`src/rtl/matvec_pkg.sv`:
```
// Shared types and default widths for the matrix-vector sequencer slice.
package matvec_pkg;

  localparam int unsigned DFLT_DATA_WIDTH = 8;
  localparam int unsigned DFLT_N          = 8;
  localparam int unsigned DFLT_K_MAX      = 255;

  localparam int unsigned ACC_W = 3 * DFLT_DATA_WIDTH;
  localparam int unsigned KW    = $clog2(DFLT_K_MAX + 1);
  localparam int unsigned IW    = $clog2(DFLT_N);

  typedef enum logic [2:0] {
    S_IDLE  = 3'd0,
    S_CLEAR = 3'd1,
    S_FEED  = 3'd2,
    S_WAIT  = 3'd3,
    S_DRAIN = 3'd4
  } state_t;

endpackage

```
`src/rtl/matvec_sequencer_result_drain.sv`:
```
// Result capture buffer and indexed valid/ready output stage for the sequencer.
module result_drain
  import matvec_pkg::*;
#(
  parameter int unsigned N     = DFLT_N,
  parameter int unsigned RES_W = ACC_W
) (
  input  logic                 clk,
  input  logic                 rst_n,
  input  logic                 capture,
  input  logic                 active,
  input  logic [RES_W-1:0]     acc [0:N-1],
  input  logic                 res_ready,
  output logic                 res_valid,
  output logic [RES_W-1:0]     res_data,
  output logic [$clog2(N)-1:0] res_idx,
  output logic                 res_last,
  output logic                 last_hs
);

  localparam int unsigned LIW = $clog2(N);

  logic [RES_W-1:0] res_buf [0:N-1];
  logic [LIW-1:0]   idx;

  // Buffer is deliberately left out of reset; outputs are gated by active.
  always_ff @(posedge clk) begin
    if (capture) res_buf <= acc;
  end

  always_ff @(posedge clk or negedge rst_n) begin
    if (!rst_n) begin
      idx <= '0;
    end else if (capture) begin
      idx <= '0;
    end else if (active && res_ready) begin
      idx <= res_last ? '0 : idx + LIW'(1);
    end
  end

  assign res_valid = active;
  assign res_last  = active && (idx == LIW'(N - 1));
  assign last_hs   = res_last && res_ready;
  assign res_idx   = idx;
  assign res_data  = active ? res_buf[idx] : '0;

endmodule

```
`src/rtl/matvec_sequencer.sv`:
```
// Start/done sequencer for the N-lane MAC array: clear, feed, wait, drain.
// Optional MATVEC_SEQ_PERF_EN adds a 16-bit saturating stall counter port.
module matvec_sequencer
  import matvec_pkg::*;
#(
  parameter int unsigned DATA_WIDTH = DFLT_DATA_WIDTH,
  parameter int unsigned N          = DFLT_N,
  parameter int unsigned K_MAX      = DFLT_K_MAX,
  parameter int unsigned MAC_LAT    = 1
) (
  input  logic                          clk,
  input  logic                          rst_n,
  input  logic                          start,
  input  logic [$clog2(K_MAX+1)-1:0]    k_len,
  input  logic                          op_valid,
  output logic                          op_ready,
  input  logic [DATA_WIDTH-1:0]         op_b,
  input  logic [DATA_WIDTH-1:0]         op_a [0:N-1],
  output logic                          mac_en,
  output logic                          mac_clr,
  output logic [DATA_WIDTH-1:0]         mac_b,
  output logic [DATA_WIDTH-1:0]         mac_a [0:N-1],
  input  logic [3*DATA_WIDTH-1:0]       mac_c [0:N-1],
  output logic                          res_valid,
  input  logic                          res_ready,
  output logic [3*DATA_WIDTH-1:0]       res_data,
  output logic [$clog2(N)-1:0]          res_idx,
  output logic                          res_last,
  output logic                          busy,
  output logic                          done
`ifdef MATVEC_SEQ_PERF_EN
  ,
  output logic [15:0]                   stall_cnt
`endif
);

  localparam int unsigned CW    = 3 * DATA_WIDTH;
  localparam int unsigned LKW   = $clog2(K_MAX + 1);
  localparam int unsigned LAT_W = $clog2(MAC_LAT + 1);

  state_t           state;
  logic [LKW-1:0]   k_lat;
  logic [LKW-1:0]   k_eff;
  logic [LKW-1:0]   beat_cnt;
  logic [LAT_W-1:0] wait_cnt;
  logic             capture;
  logic             drain_last_hs;

  assign op_ready = (state == S_FEED);
  assign mac_en   = op_valid && op_ready;
  assign mac_clr  = (state == S_CLEAR);
  assign busy     = (state != S_IDLE);
  assign capture  = (state == S_WAIT) && (wait_cnt == LAT_W'(MAC_LAT - 1));

  // Operands reach the array only while feeding so idle outputs stay at zero.
  always_comb begin
    mac_b = op_ready ? op_b : '0;
    for (int unsigned i = 0; i < N; i++) begin
      mac_a[i] = op_ready ? op_a[i] : '0;
    end
  end

  always_comb begin
    k_eff = k_len;
    if ({1'b0, k_len} > (LKW+1)'(K_MAX)) k_eff = LKW'(K_MAX);
  end

  always_ff @(posedge clk or negedge rst_n) begin
    if (!rst_n) begin
      state    <= S_IDLE;
      k_lat    <= '0;
      beat_cnt <= '0;
      wait_cnt <= '0;
      done     <= 1'b0;
    end else begin
      done <= 1'b0;
      case (state)
        S_IDLE: begin
          if (start) begin
            k_lat    <= k_eff;
            beat_cnt <= '0;
            state    <= S_CLEAR;
          end
        end
        S_CLEAR: begin
          wait_cnt <= '0;
          state    <= (k_lat != '0) ? S_FEED : S_WAIT;
        end
        S_FEED: begin
          if (mac_en) begin
            if (beat_cnt == k_lat - LKW'(1)) begin
              beat_cnt <= '0;
              state    <= S_WAIT;
            end else begin
              beat_cnt <= beat_cnt + LKW'(1);
            end
          end
        end
        S_WAIT: begin
          if (capture) state <= S_DRAIN;
          else         wait_cnt <= wait_cnt + LAT_W'(1);
        end
        S_DRAIN: begin
          if (drain_last_hs) begin
            done  <= 1'b1;
            state <= S_IDLE;
          end
        end
        default: state <= S_IDLE;
      endcase
    end
  end

  result_drain #(
    .N     (N),
    .RES_W (CW)
  ) u_drain (
    .clk       (clk),
    .rst_n     (rst_n),
    .capture   (capture),
    .active    (state == S_DRAIN),
    .acc       (mac_c),
    .res_ready (res_ready),
    .res_valid (res_valid),
    .res_data  (res_data),
    .res_idx   (res_idx),
    .res_last  (res_last),
    .last_hs   (drain_last_hs)
  );

`ifdef MATVEC_SEQ_PERF_EN
  always_ff @(posedge clk or negedge rst_n) begin
    if (!rst_n) begin
      stall_cnt <= '0;
    end else if (state == S_IDLE && start) begin
      stall_cnt <= '0;
    end else if (((state == S_FEED) && !op_valid) || ((state == S_DRAIN) && !res_ready)) begin
      if (stall_cnt != '1) stall_cnt <= stall_cnt + 16'd1;
    end
  end
`endif

endmodule
```
`config.mk`:
```
export PLATFORM = sky130hd
export DESIGN_NAME = matvec_sequencer
export DESIGN_NICKNAME = d
export VERILOG_FILES = /design/src/rtl/matvec_pkg.sv /design/src/rtl/matvec_sequencer_result_drain.sv /design/src/rtl/matvec_sequencer.sv
export SDC_FILE = /design/constraint.sdc
export NUM_CORES = 1
export LEC_CHECK = 0
export CAP_MARGIN = 25
export CORE_MARGIN = 4
export CORE_UTILIZATION = 44
export DETAILED_ROUTE_END_ITERATION = 6
export PLACE_DENSITY = 0.81
export SKIP_CTS_REPAIR_TIMING = 1
export SYNTH_ARGS = -nofsm -noshare
export SYNTH_HDL_FRONTEND = slang
export SYNTH_HIERARCHICAL = 1
export SYNTH_SLANG_ARGS = --single-unit
export TNS_END_PERCENT = 10
```
`constraint.sdc`:
```
create_clock -name clk -period 12.7 [get_ports clk]
set_input_delay 2.54 -clock clk [delete_from_list [all_inputs] [get_ports clk]]
set_output_delay 2.54 -clock clk [all_outputs]
set_load 0.02 [all_outputs]
```
# == Yosys cells after proc, flatten, opt, wreduce, memory -nomap -nowiden ==
# Index checks and enable logic that the tools add are counted.
# op_classes
reduce_logical,15
n_mux,31
n_eq_ne,12
addsub,4
n_lt_le_gt_ge,1
bitwise_logic,2
# op_table
cell,count
8-bit two-way mux,12
24-bit binary-select mux with 3-bit select,1
24-bit two-way mux,3
3-bit two-way mux,8
8-bit one-hot mux with 2 select lines,1
3-bit one-hot mux with 5 select lines,1
"8-bit by 1-bit adder with 8-bit output, second input constant",1
8-bit equality test,1
"2-bit != test, second input constant",4
8-bit nonzero test,1
"8-bit by 1-bit subtractor with 8-bit output, second input constant",1
"3-bit by 2-bit equality test with 1-bit output, second input constant",2
"3-bit equality test, second input constant",2
2-bit nonzero test,3
1-bit logical AND,5
5-bit AND reduction,1
"4-bit greater-or-equal comparator, second input constant",1
1-bit two-way mux,4
"2-bit by 1-bit != test with 1-bit output, second input constant",2
3-bit inverter with 4-bit output,1
2-bit AND reduction,2
"3-bit by 1-bit adder with 3-bit output, second input constant",1
"3-bit by 1-bit equality test with 1-bit output, second input constant",1
3-bit logical NOT,1
5 further kinds,5
# totals
input_bits,277
output_inout_bits,106
wordCells,79
reg_bits,216

# == Depth between registers and ports, before layout ==
# logic_depth
word_depth,5
depth_mapped,9
depth_no_buf,8

# == Cells and area by module ==
# Netlist, hierarchy kept.
# modules_own_cells
mod,instances,cells_each,seq_area_each_um2,area_each_um2
result_drain,1,377,5840.6,7738.7
matvec_sequencer,1,237,525.5,1828.0

# == Least setup slack after synthesis ==
# Ideal clock, no wire load.
# synth_timing
path_kind,reg2reg
start,reg state[1]
end,reg u_drain/res_buf[0] in the netlist's numbering (enable)
slack_ps,3197
setup_time_ps,752
required_ps,11948
stages_incl_launch_ff,4
period_less_slack_ps,9503
t_arrival_ps,8751
n_path_buf,1
cell_sequence,dfrtp_1 -> clkbuf_1 -> nand2b_1 -> nor2_1
# synth_via
elab_chain_cells,2
# synth_lines
element,line,source
"start, declared",matvec_sequencer.sv:41,state_t state;
"start signal, assigned",matvec_sequencer.sv:87,state <= (k_lat != '0) ? S_FEED : S_WAIT;
3-bit by 2-bit equality test with 1-bit output,matvec_sequencer.sv:53,assign capture = (state == S_WAIT) && (wait_cnt == LAT_W'(MAC_LAT - 1));
1-bit logical AND,matvec_sequencer.sv:53,
via capture,matvec_sequencer.sv:46,logic capture;
"end signal, assigned",matvec_sequencer_result_drain.sv:28,if (capture) res_buf <= acc;
"end, declared",matvec_sequencer_result_drain.sv:23,logic [RES_W-1:0] res_buf [0:N-1];
# The timed path passes the listed nets, and every way through them passes these cells.
# A chain may end at the register's enable or synchronous reset.

==> results_dict.tcl <==
set metrics [dict create \
    outcome "completed" \
    syn_inst 614 \
    cp_common_cell "clkdlybuf4s50_1" \
    path_delay_family "buffers and inverters" \
    async_flop_share_pct 11.1 \
    initialDrtViolationCount 345 \
    detailed_place_hpwl_mm 21.7 \
    die_area_um2 24200 \
    synth.top_cell.area_share_pct 60.3 \
    grt_use_met1_pct 24.4 \
    synth_edf_count 192 \
    grt_most_used_layer "met2" \
    htreeDepth 1 \
    vias 6764 \
    drive_gt1_share_pct 11.8 \
    finalWirelength_mm 28.9 \
    syn_area_um2 9570 \
    critPathKind "input port to output port" \
    clock_latency_ps 490 \
    endpoint_kind "output port" \
    gp_congestion 0.834 \
    grt_usage_pct 22.7 \
    first_global_vias 6964 \
    start_util_pct 45.1 \
    hp-class "flip-flop to flip-flop" \
    synth.area.top_cells "edfxtp_1 (60%), dfrtp_1 (6.3%), and3_1 (5.1%)" \
    die_y_um 155 \
    fin_crit_sh_pct 50.8 \
    yosysWarnings 6 \
    grt_pass1_wl_mm 41.4 \
    setup_viol 0 \
    path_max_fanout 1 \
    nets 1267 \
    gr-usage-met3_pct 4.95 \
    finalHoldViolations 0 \
    slowest_stage "clkdlybuf4s50_1" \
    slew_headroom_pct 31.1 \
    seq_area_um2 6370 \
    multiInputGateArea_um2 2820 \
    rsz0062_at_grt "false" \
    drc 0 \
    r2r-start "state[1]" \
    timing.fmax_mhz 155 \
    ys_types 53 \
    finalPower_mw 2.70 \
    drt-wirelength-per-cell_um 22.6 \
    cp_cell_sequence "clkdlybuf4s50_1 > and3_1 > clkdlybuf4s50_1" \
    fin_setup_tns_ps 0 \
    ys_ff_latch 216 \
    cts_tree "done" \
    io_buffers 382 \
    cts_made_buffers 23 \
    use_met2_pct 43.1 \
    top_level_ports 383 \
    worst-endpoint-required_ps 10160 \
    synth_most_common_cell "edfxtp_1" \
    yosysTopAreaCell "edfxtp_1" \
    synth_flop_cell "edfxtp_1" \
    cp_num_buf_inv 2 \
    clk_path_buf_depth 3 \
    min_from "wait_cnt" \
    power_per_cell_area_nw_per_um2 188 \
    slew_violations 0 \
    avgSynthCellArea_um2 15.6 \
    firstDrtPassIters 5 \
    clockRootBuffer "clkbuf_16" \
    antenna_found_initial 4 \
    yosysSeqAreaShare_pct 66.5 \
    worst_ep_arrival_time_ps 3910 \
    area_delta_synth_final_pct 49.9 \
    leakage_nw 5.15 \
    period_needed_ps 6450 \
    ir_drop_mv 0.133 \
    crit_path_start "op_a[4]" \
    fill_cells 1477 \
    fp.coreArea_um2 21200 \
    grt_overflow 0 \
    synthTopCellsByCount "edfxtp_1 (192), and3_1 (78), inv_1 (34)" \
    ant_nets 0 \
    clkTransAtPathRegs_ps 50 \
    row_count 53 \
    finClkSkew_ps 6.78 \
    cap_violations 0 \
    grt_max_degree 84 \
    start_kind "input port" \
    die_w_um 155 \
    tightest_slew_ps 1030 \
    critical-path-max-stage-delay_ps 630 \
    vias_per_cell 5.29 \
    clkSinkCount 216 \
    syn_nets 895 \
]
==> layout by cell type, fill, tap and decap left out, types with 20 or more instances in the layout <==
cell,n
and3_1,78
clkbuf_16,25
clkdlybuf4s50_1,382
dfrtp_1,20
edfxtp_1,192
inv_1,34
mux2_2,28
mux2i_1,26
nand2_1,25
o21ai_0,32
==> where the power goes <==
group / switching, mW / internal (mW)
Sequential: 0.132 / 0.957
Clock: 0.256 / 0.363
Combinational: 0.532 / 0.460
Total: 0.920 / 1.78
==> registers in the layout, indices dropped and copies added, names as in the netlist <==
| signal | flops |
|---|---|
| state | 3 |
| done | 1 |
| u_drain/res_idx | 3 |
| wait_cnt | 1 |
| k_lat | 8 |
| u_drain/res_buf | 192 |
| beat_cnt | 8 |
==> metrics by stage <==
| step | area [um^2] | utilization (%) | worst slack (ps) | std cells | hold slack [ps] |
|---|---|---|---|---|---|
| after floorplan | 9570 | - | 3200 | 614 | 468 |
| after global placement | 13500 | 63.7 | 6210 | 1231 | 501 |
| after detailed placement | 13600 | 64.0 | 6200 | 1234 | 511 |
| final | 14300 | 67.6 | 6250 | 1279 | 560 |
| after CTS | 14300 | 67.3 | 6200 | 1275 | 546 |
| after global routing | 14300 | 67.6 | 6220 | 1279 | 574 |
==> logic make-up (layout without fill, tap and decap cells) <==
kind of cell | Yosys count | count (layout) | synth area share (%)
DFF | 216 | 216 | 66.5
other | 0 | 2 | 0
buffers and inverters | 78 | 466 | 4.16
AOI/OAI and AO/OA | 75 | 75 | 6.63
and+or+nand+nor | 155 | 155 | 9.51
adders and majority gates | 4 | 4 | 0.523
xor gates and xnor gates | 8 | 8 | 0.732
muxes | 78 | 78 | 11.9
==> routing by layer <==
| metal | vias to the layer above | routed length (um) |
|---|---|---|
| met3 | 57 | 2410 |
| met2 | 331 | 15900 |
| met1 | 3246 | 9440 |
| li1 | 3126 | - |
| met4 | 4 | 1120 |
| met5 | - | 42 |
==> cell type report <==
class / count / share of cell area (%)
clock buffers: 34 / 4.67
flip-flops and latches: 216 / 44.5
clock inverters: 7 / 0.227
inverters: 34 / 0.890
repair buffers: 391 / 27.6
multi-input cells: 320 / 19.7
diodes: 2 / 0.0349
well taps: 275 / 2.40
==> worst paths after layout <==
| check | slack, ps | depth (start not counted) | to |
|---|---|---|---|
| max | 6250 | 3 | mac_a[4] |
| min | 560 | 1 | wait_cnt |
| max reg2reg | 8860 | 4 | u_drain/res_buf[180] |
| min reg2reg | 560 | 1 | wait_cnt |
| max in group asynchronous | 9750 | 2 | u_drain/res_idx[1] |
| min in group asynchronous | 2420 | 1 | k_lat[6] |
Note: power is estimated with default switching activity, not from simulation.
==> variant 1, RTL diff (same settings) <==
Re-encode `state_t` (5 states) as one-hot, 5 bits wide.
--- a/src/rtl/matvec_pkg.sv
+++ b/src/rtl/matvec_pkg.sv
@@ -9,12 +9,12 @@
   localparam int unsigned KW    = $clog2(DFLT_K_MAX + 1);
   localparam int unsigned IW    = $clog2(DFLT_N);
 
-  typedef enum logic [2:0] {
-    S_IDLE  = 3'd0,
-    S_CLEAR = 3'd1,
-    S_FEED  = 3'd2,
-    S_WAIT  = 3'd3,
-    S_DRAIN = 3'd4
+  typedef enum logic [4:0] {
+    S_IDLE  = 5'b00001,
+    S_CLEAR = 5'b00010,
+    S_FEED  = 5'b00100,
+    S_WAIT  = 5'b01000,
+    S_DRAIN = 5'b10000
   } state_t;
 
 endpackage
Check against the original RTL: same outputs for any inputs over 4 cycles, from zero or initial values and one cycle with rst_n low; so few cycles prove little.
==> variant 1 against the original RTL <==
Design area grew 1.2%; sequential cell count grew 2; highest routed layer is now met4; area after synthesis grew 1.1%; critical endpoint is now mac_en; routed wire length shrank 6.2%; setup slack lost 0.38 ns; first-iteration DRC count grew 20%.
Power is not compared: it rests on default switching activity, and its combinational part moved more than twofold at a synthesized area within 25%.
==> variant 1: results <==
export IMPL_dp_hpwl_um=19700
export IMPL_placed_cells=1240
export IMPL_synth_seq_area_share=0.663
export IMPL_yosys_cell_types_count=61
export IMPL_final_clock_skew_ns=0.0263
export IMPL_finalWorstPathRequiredPeriod_ns=6.83
export IMPL_worst_slew_pin_slew_ns=1.13
export IMPL_cp_max_fo=4
export IMPL_preCtsSetupSlack_ns=5.89
export IMPL_totalWireLength_um=27100
export IMPL_timing_rr_start="k_lat[0]"
export IMPL_max_stage_delay_on_crit_path_ns=0.64
export IMPL_tritoncts_num_buffers=24
export IMPL_timing_reg2reg_worst_path_depth=8
export IMPL_clk_pin_slew_ns=0.06
export IMPL_reg2reg_to="beat_cnt[0]"
export IMPL_number_of_antenna_violations_at_the_first_check_in_global_routing=3
export IMPL_outcome="completed"
export IMPL_min_delay_path_depth=2
export IMPL_grt_max_degree=196
export IMPL_global_router_s_overall_resource_usage=0.210
export IMPL_post_drt_via_cell_ratio=5.25
export IMPL_layout_cells_non_filler=1289
export IMPL_grt_pass1_vias=7017
export IMPL_reg2reg_setup_slack_ns=10.19
export IMPL_min_delay_startpoint="k_lat[7]"
export IMPL_async_reset_ff_frac=0.119
export IMPL_synth_commonest_cells="edfxtp_1, and3_1, inv_1"
export IMPL_synthesis_area_per_instance_um2=15.6
export IMPL_crit_path_to="mac_en"
export IMPL_wire_length_of_the_first_global_routing_pass_um=39500
export IMPL_dr_first_iter_drc_count=414
export IMPL_synthTopCellsByArea="edfxtp_1, dfrtp_1, and3_1"
export IMPL_globalplace_congestion=0.858
export IMPL_clock_insertion_delay_worst_skew_ns=0.53
export IMPL_crit_start="res_ready"
export IMPL_fraction_of_final_layout_cells_sized_beyond_drive_strength_1=0.119
export IMPL_arrival_ns=4.29
export IMPL_synth_fp_nets=902
==> variant 1: cell count changes after synthesis, sizes merged, moves of 3 or more <==
cell,delta
nor2b,+3
and3,-4
mux2,-3
nand3,+3
a21o,+4
a21oi,+3
nand4,+3
o21ai,-3
==> variant 1: power breakdown <==
group / switching [W] / internal [W]
logic: 0.000189 / 0.000200
registers: 0.0000393 / 0.000804
clock network: 0.000280 / 0.000411
==> variant 1: area by class of cell <==
| class | count | area, um2 |
|---|---|---|
| Clock inverter | 16 | 181 |
| Fill cell | 1464 | 6850 |
| Multi-Input combinational cell | 328 | 2900 |
| Clock buffer | 28 | 616 |
| Antenna cell | 3 | 7.51 |
| Inverter | 33 | 124 |
| Tap cell | 275 | 344 |
| Sequential cell | 218 | 6420 |
| Timing Repair Buffer | 388 | 3910 |
==> variant 1: logic make-up after synthesis <==
| group | synth area share |
|---|---|
| flops | 0.663 |
| fa+ha+maj | 0.00517 |
| simple gates | 0.0916 |
| compound gates | 0.0771 |
| buf+inv | 0.0397 |
| xor+xnor | 0.00996 |
| mux | 0.113 |
==> variant 1: per-stage QoR <==
step                      hold slack (ns)   util  cell area (um2)
after CTS                           0.554  0.677            14500
after detailed placement            0.538  0.640            13700
final                               0.555  0.679            14500
after global placement              0.535  0.640            13700
after global routing                0.570  0.679            14500
after floorplan                     0.488      -             9670
==> variant 1: worst min-delay path, cell delays in order, from the launching register on <==
cell	delay (ns)
dfrtp_1	0.40
nand2_1	0.06
nand2_1	0.06
==> variant 1: layer usage <==
layer,track usage,wire length [um]
met5,0,0
met4,0.0748,900
met3,0.0589,2420
met2,0.383,14400
met1,0.233,9410
==> variant 2, RTL diff (config.mk and constraints unchanged) <==
Made on the original files. Build with the macro `MATVEC_SEQ_PERF_EN` defined.
--- a/src/rtl/matvec_sequencer.sv
+++ b/src/rtl/matvec_sequencer.sv
@@ -1,5 +1,7 @@
 // Start/done sequencer for the N-lane MAC array: clear, feed, wait, drain.
 // Optional MATVEC_SEQ_PERF_EN adds a 16-bit saturating stall counter port.
+`define MATVEC_SEQ_PERF_EN
+
 module matvec_sequencer
   import matvec_pkg::*;
 #(
Check against the original RTL (old outputs only; new: stall_cnt): same outputs for any inputs over 4 cycles, from zero or initial values and one cycle with rst_n low; that may be too few to reach the edited logic, so the function may still have changed.
==> variant 2 against the original RTL <==
Final cell count grew 11%; area after synthesis grew 9.2%; critical path depth stayed put; critical path type unchanged; die area increased by 8.7%; design area increased by 8.2%; setup slack gained 0.023 ns; largest power group unchanged; highest routed layer is now met4; routed wire length rose by 3.3%; global-route usage down 0.91 points; synthesized cell count increased by 13%; sequential cell count rose by 16; largest cell class unchanged; worst hold slack got worse by 0.047 ns; sequential share of layout area shrank 0.78 points; total power increased by 5.4%.
==> variant 2: results <==
export IMPL_final_clock_skew_ns=0.0106
export IMPL_drt_pass1_iter_count=4
export IMPL_cp_max_fo=5
export IMPL_synthTopCellsByArea="edfxtp_1, dfrtp_1, and3_1"
export IMPL_grt_max_degree=85
export IMPL_max_stage_delay_on_crit_path_ns=0.60
export IMPL_post_drt_via_cell_ratio=5.24
export IMPL_async_reset_ff_frac=0.172
export IMPL_route_detailed_wl_per_inst_um=20.9
export IMPL_combinationalPowerShare=0.372
export IMPL_global_router_s_overall_resource_usage=0.218
export IMPL_clock_insertion_delay_worst_skew_ns=0.52
export IMPL_yosys_cell_types_count=63
export IMPL_global_route_met2_utilization=0.359
export IMPL_dr_wl_met2_um=14800
export IMPL_io_buffer_count=398
export IMPL_slew_headroom=0.334
export IMPL_wire_length_of_the_first_global_routing_pass_um=44600
export IMPL_synth_fp_nets=978
export IMPL_dr_wl_met3_um=2530
export IMPL_placed_cells=1378
export IMPL_synth_commonest_cells="edfxtp_1, and3_1, nand2_1"
export IMPL_power_per_cell_area_nw_per_um2=183
export IMPL_netSwitchingFraction=0.337
export IMPL_totalWireLength_um=29900
export IMPL_fillCellCount=1710
export IMPL_number_of_antenna_violations_at_the_first_check_in_global_routing=2
export IMPL_clkSinkCount=232
export IMPL_power_ir_vdd_worst_mv=0.115
export IMPL_main_synth_ff_type="edfxtp_1"
export IMPL_grtUsageMet3=0.0601
export IMPL_tritoncts_num_buffers=25
export IMPL_dp_hpwl_um=21800
export IMPL_powerClk_w=0.000728
export IMPL_route_top_layer_used="met4"
export IMPL_instance_area_after_placement_um2=14700
export IMPL_grt_use_met1=0.288
export IMPL_reg_largest_list="u_drain/res_buf (192), stall_cnt (16)"
export IMPL_outcome="completed"
export IMPL_dr_first_iter_drc_count=512
export IMPL_grt_pass1_vias=7722
export IMPL_routed_metal_1_wirelength_um=11900
export IMPL_preCtsSetupSlack_ns=6.27
export IMPL_total_leakage_power_nw=5.65
export IMPL_globalplace_congestion=0.844
export IMPL_post_synthesis_cells=696
export IMPL_synth_seq_area_share=0.648
export IMPL_fraction_of_final_layout_cells_sized_beyond_drive_strength_1=0.114
## variant 2: changes by cell type in the layout (fill, tap and decap cells not counted), sizes merged, moves of 7 or more
| cell | change |
|---|---|
| clkdlybuf4s50 | +15 |
| dfrtp | +16 |
| nand2 | +18 |
| nand3 | +8 |
| nor3 | +7 |
| xnor2 | +7 |
## variant 2: cell families (layout without fill, tap and decap cells)
| group | Yosys count | in the layout | share of synthesized area |
|---|---|---|---|
| AOI/OAI and AO/OA | 85 | 85 | 0.0710 |
| xor gates and xnor gates | 18 | 18 | 0.0151 |
| adders and majority gates | 5 | 5 | 0.00599 |
| buffers and inverters | 77 | 486 | 0.0387 |
| DFF | 232 | 232 | 0.648 |
| muxes | 79 | 79 | 0.110 |
| other | 0 | 2 | 0 |
| and+or+nand+nor | 200 | 200 | 0.112 |
## variant 2: path summary, 6_finish.rpt
check	start	to	cells past startpoint	slack, ns
worst max-delay path	op_valid	mac_en	3	6.27
worst min-delay path	stall_cnt[15]	stall_cnt[15]	1	0.51
worst max register to register	state[1]	u_drain/res_buf[98]	4	9.58
worst min register to register	stall_cnt[15]	stall_cnt[15]	1	0.51
max in group asynchronous	rst_n	u_drain/res_idx[2]	1	9.88
min in group asynchronous	rst_n	k_lat[4]	1	2.16
## variant 2: area by class of cell
class | instances | area [um2] | area share
Timing Repair Buffer | 409 | 4080 | 0.263
Clock inverter | 11 | 145 | 0.00936
Inverter | 31 | 116 | 0.00750
Clock buffer | 35 | 693 | 0.0447
Tap cell | 319 | 399 | 0.0257
Multi-Input combinational cell | 387 | 3300 | 0.213
Sequential cell | 232 | 6770 | 0.437
Antenna cell | 2 | 5.00 | 0.000323
## variant 2: critical path, delay by kind of cell
kind / cells / cell delay, ns
buf+inv: 2 / 1.17
simple gates: 1 / 0.18
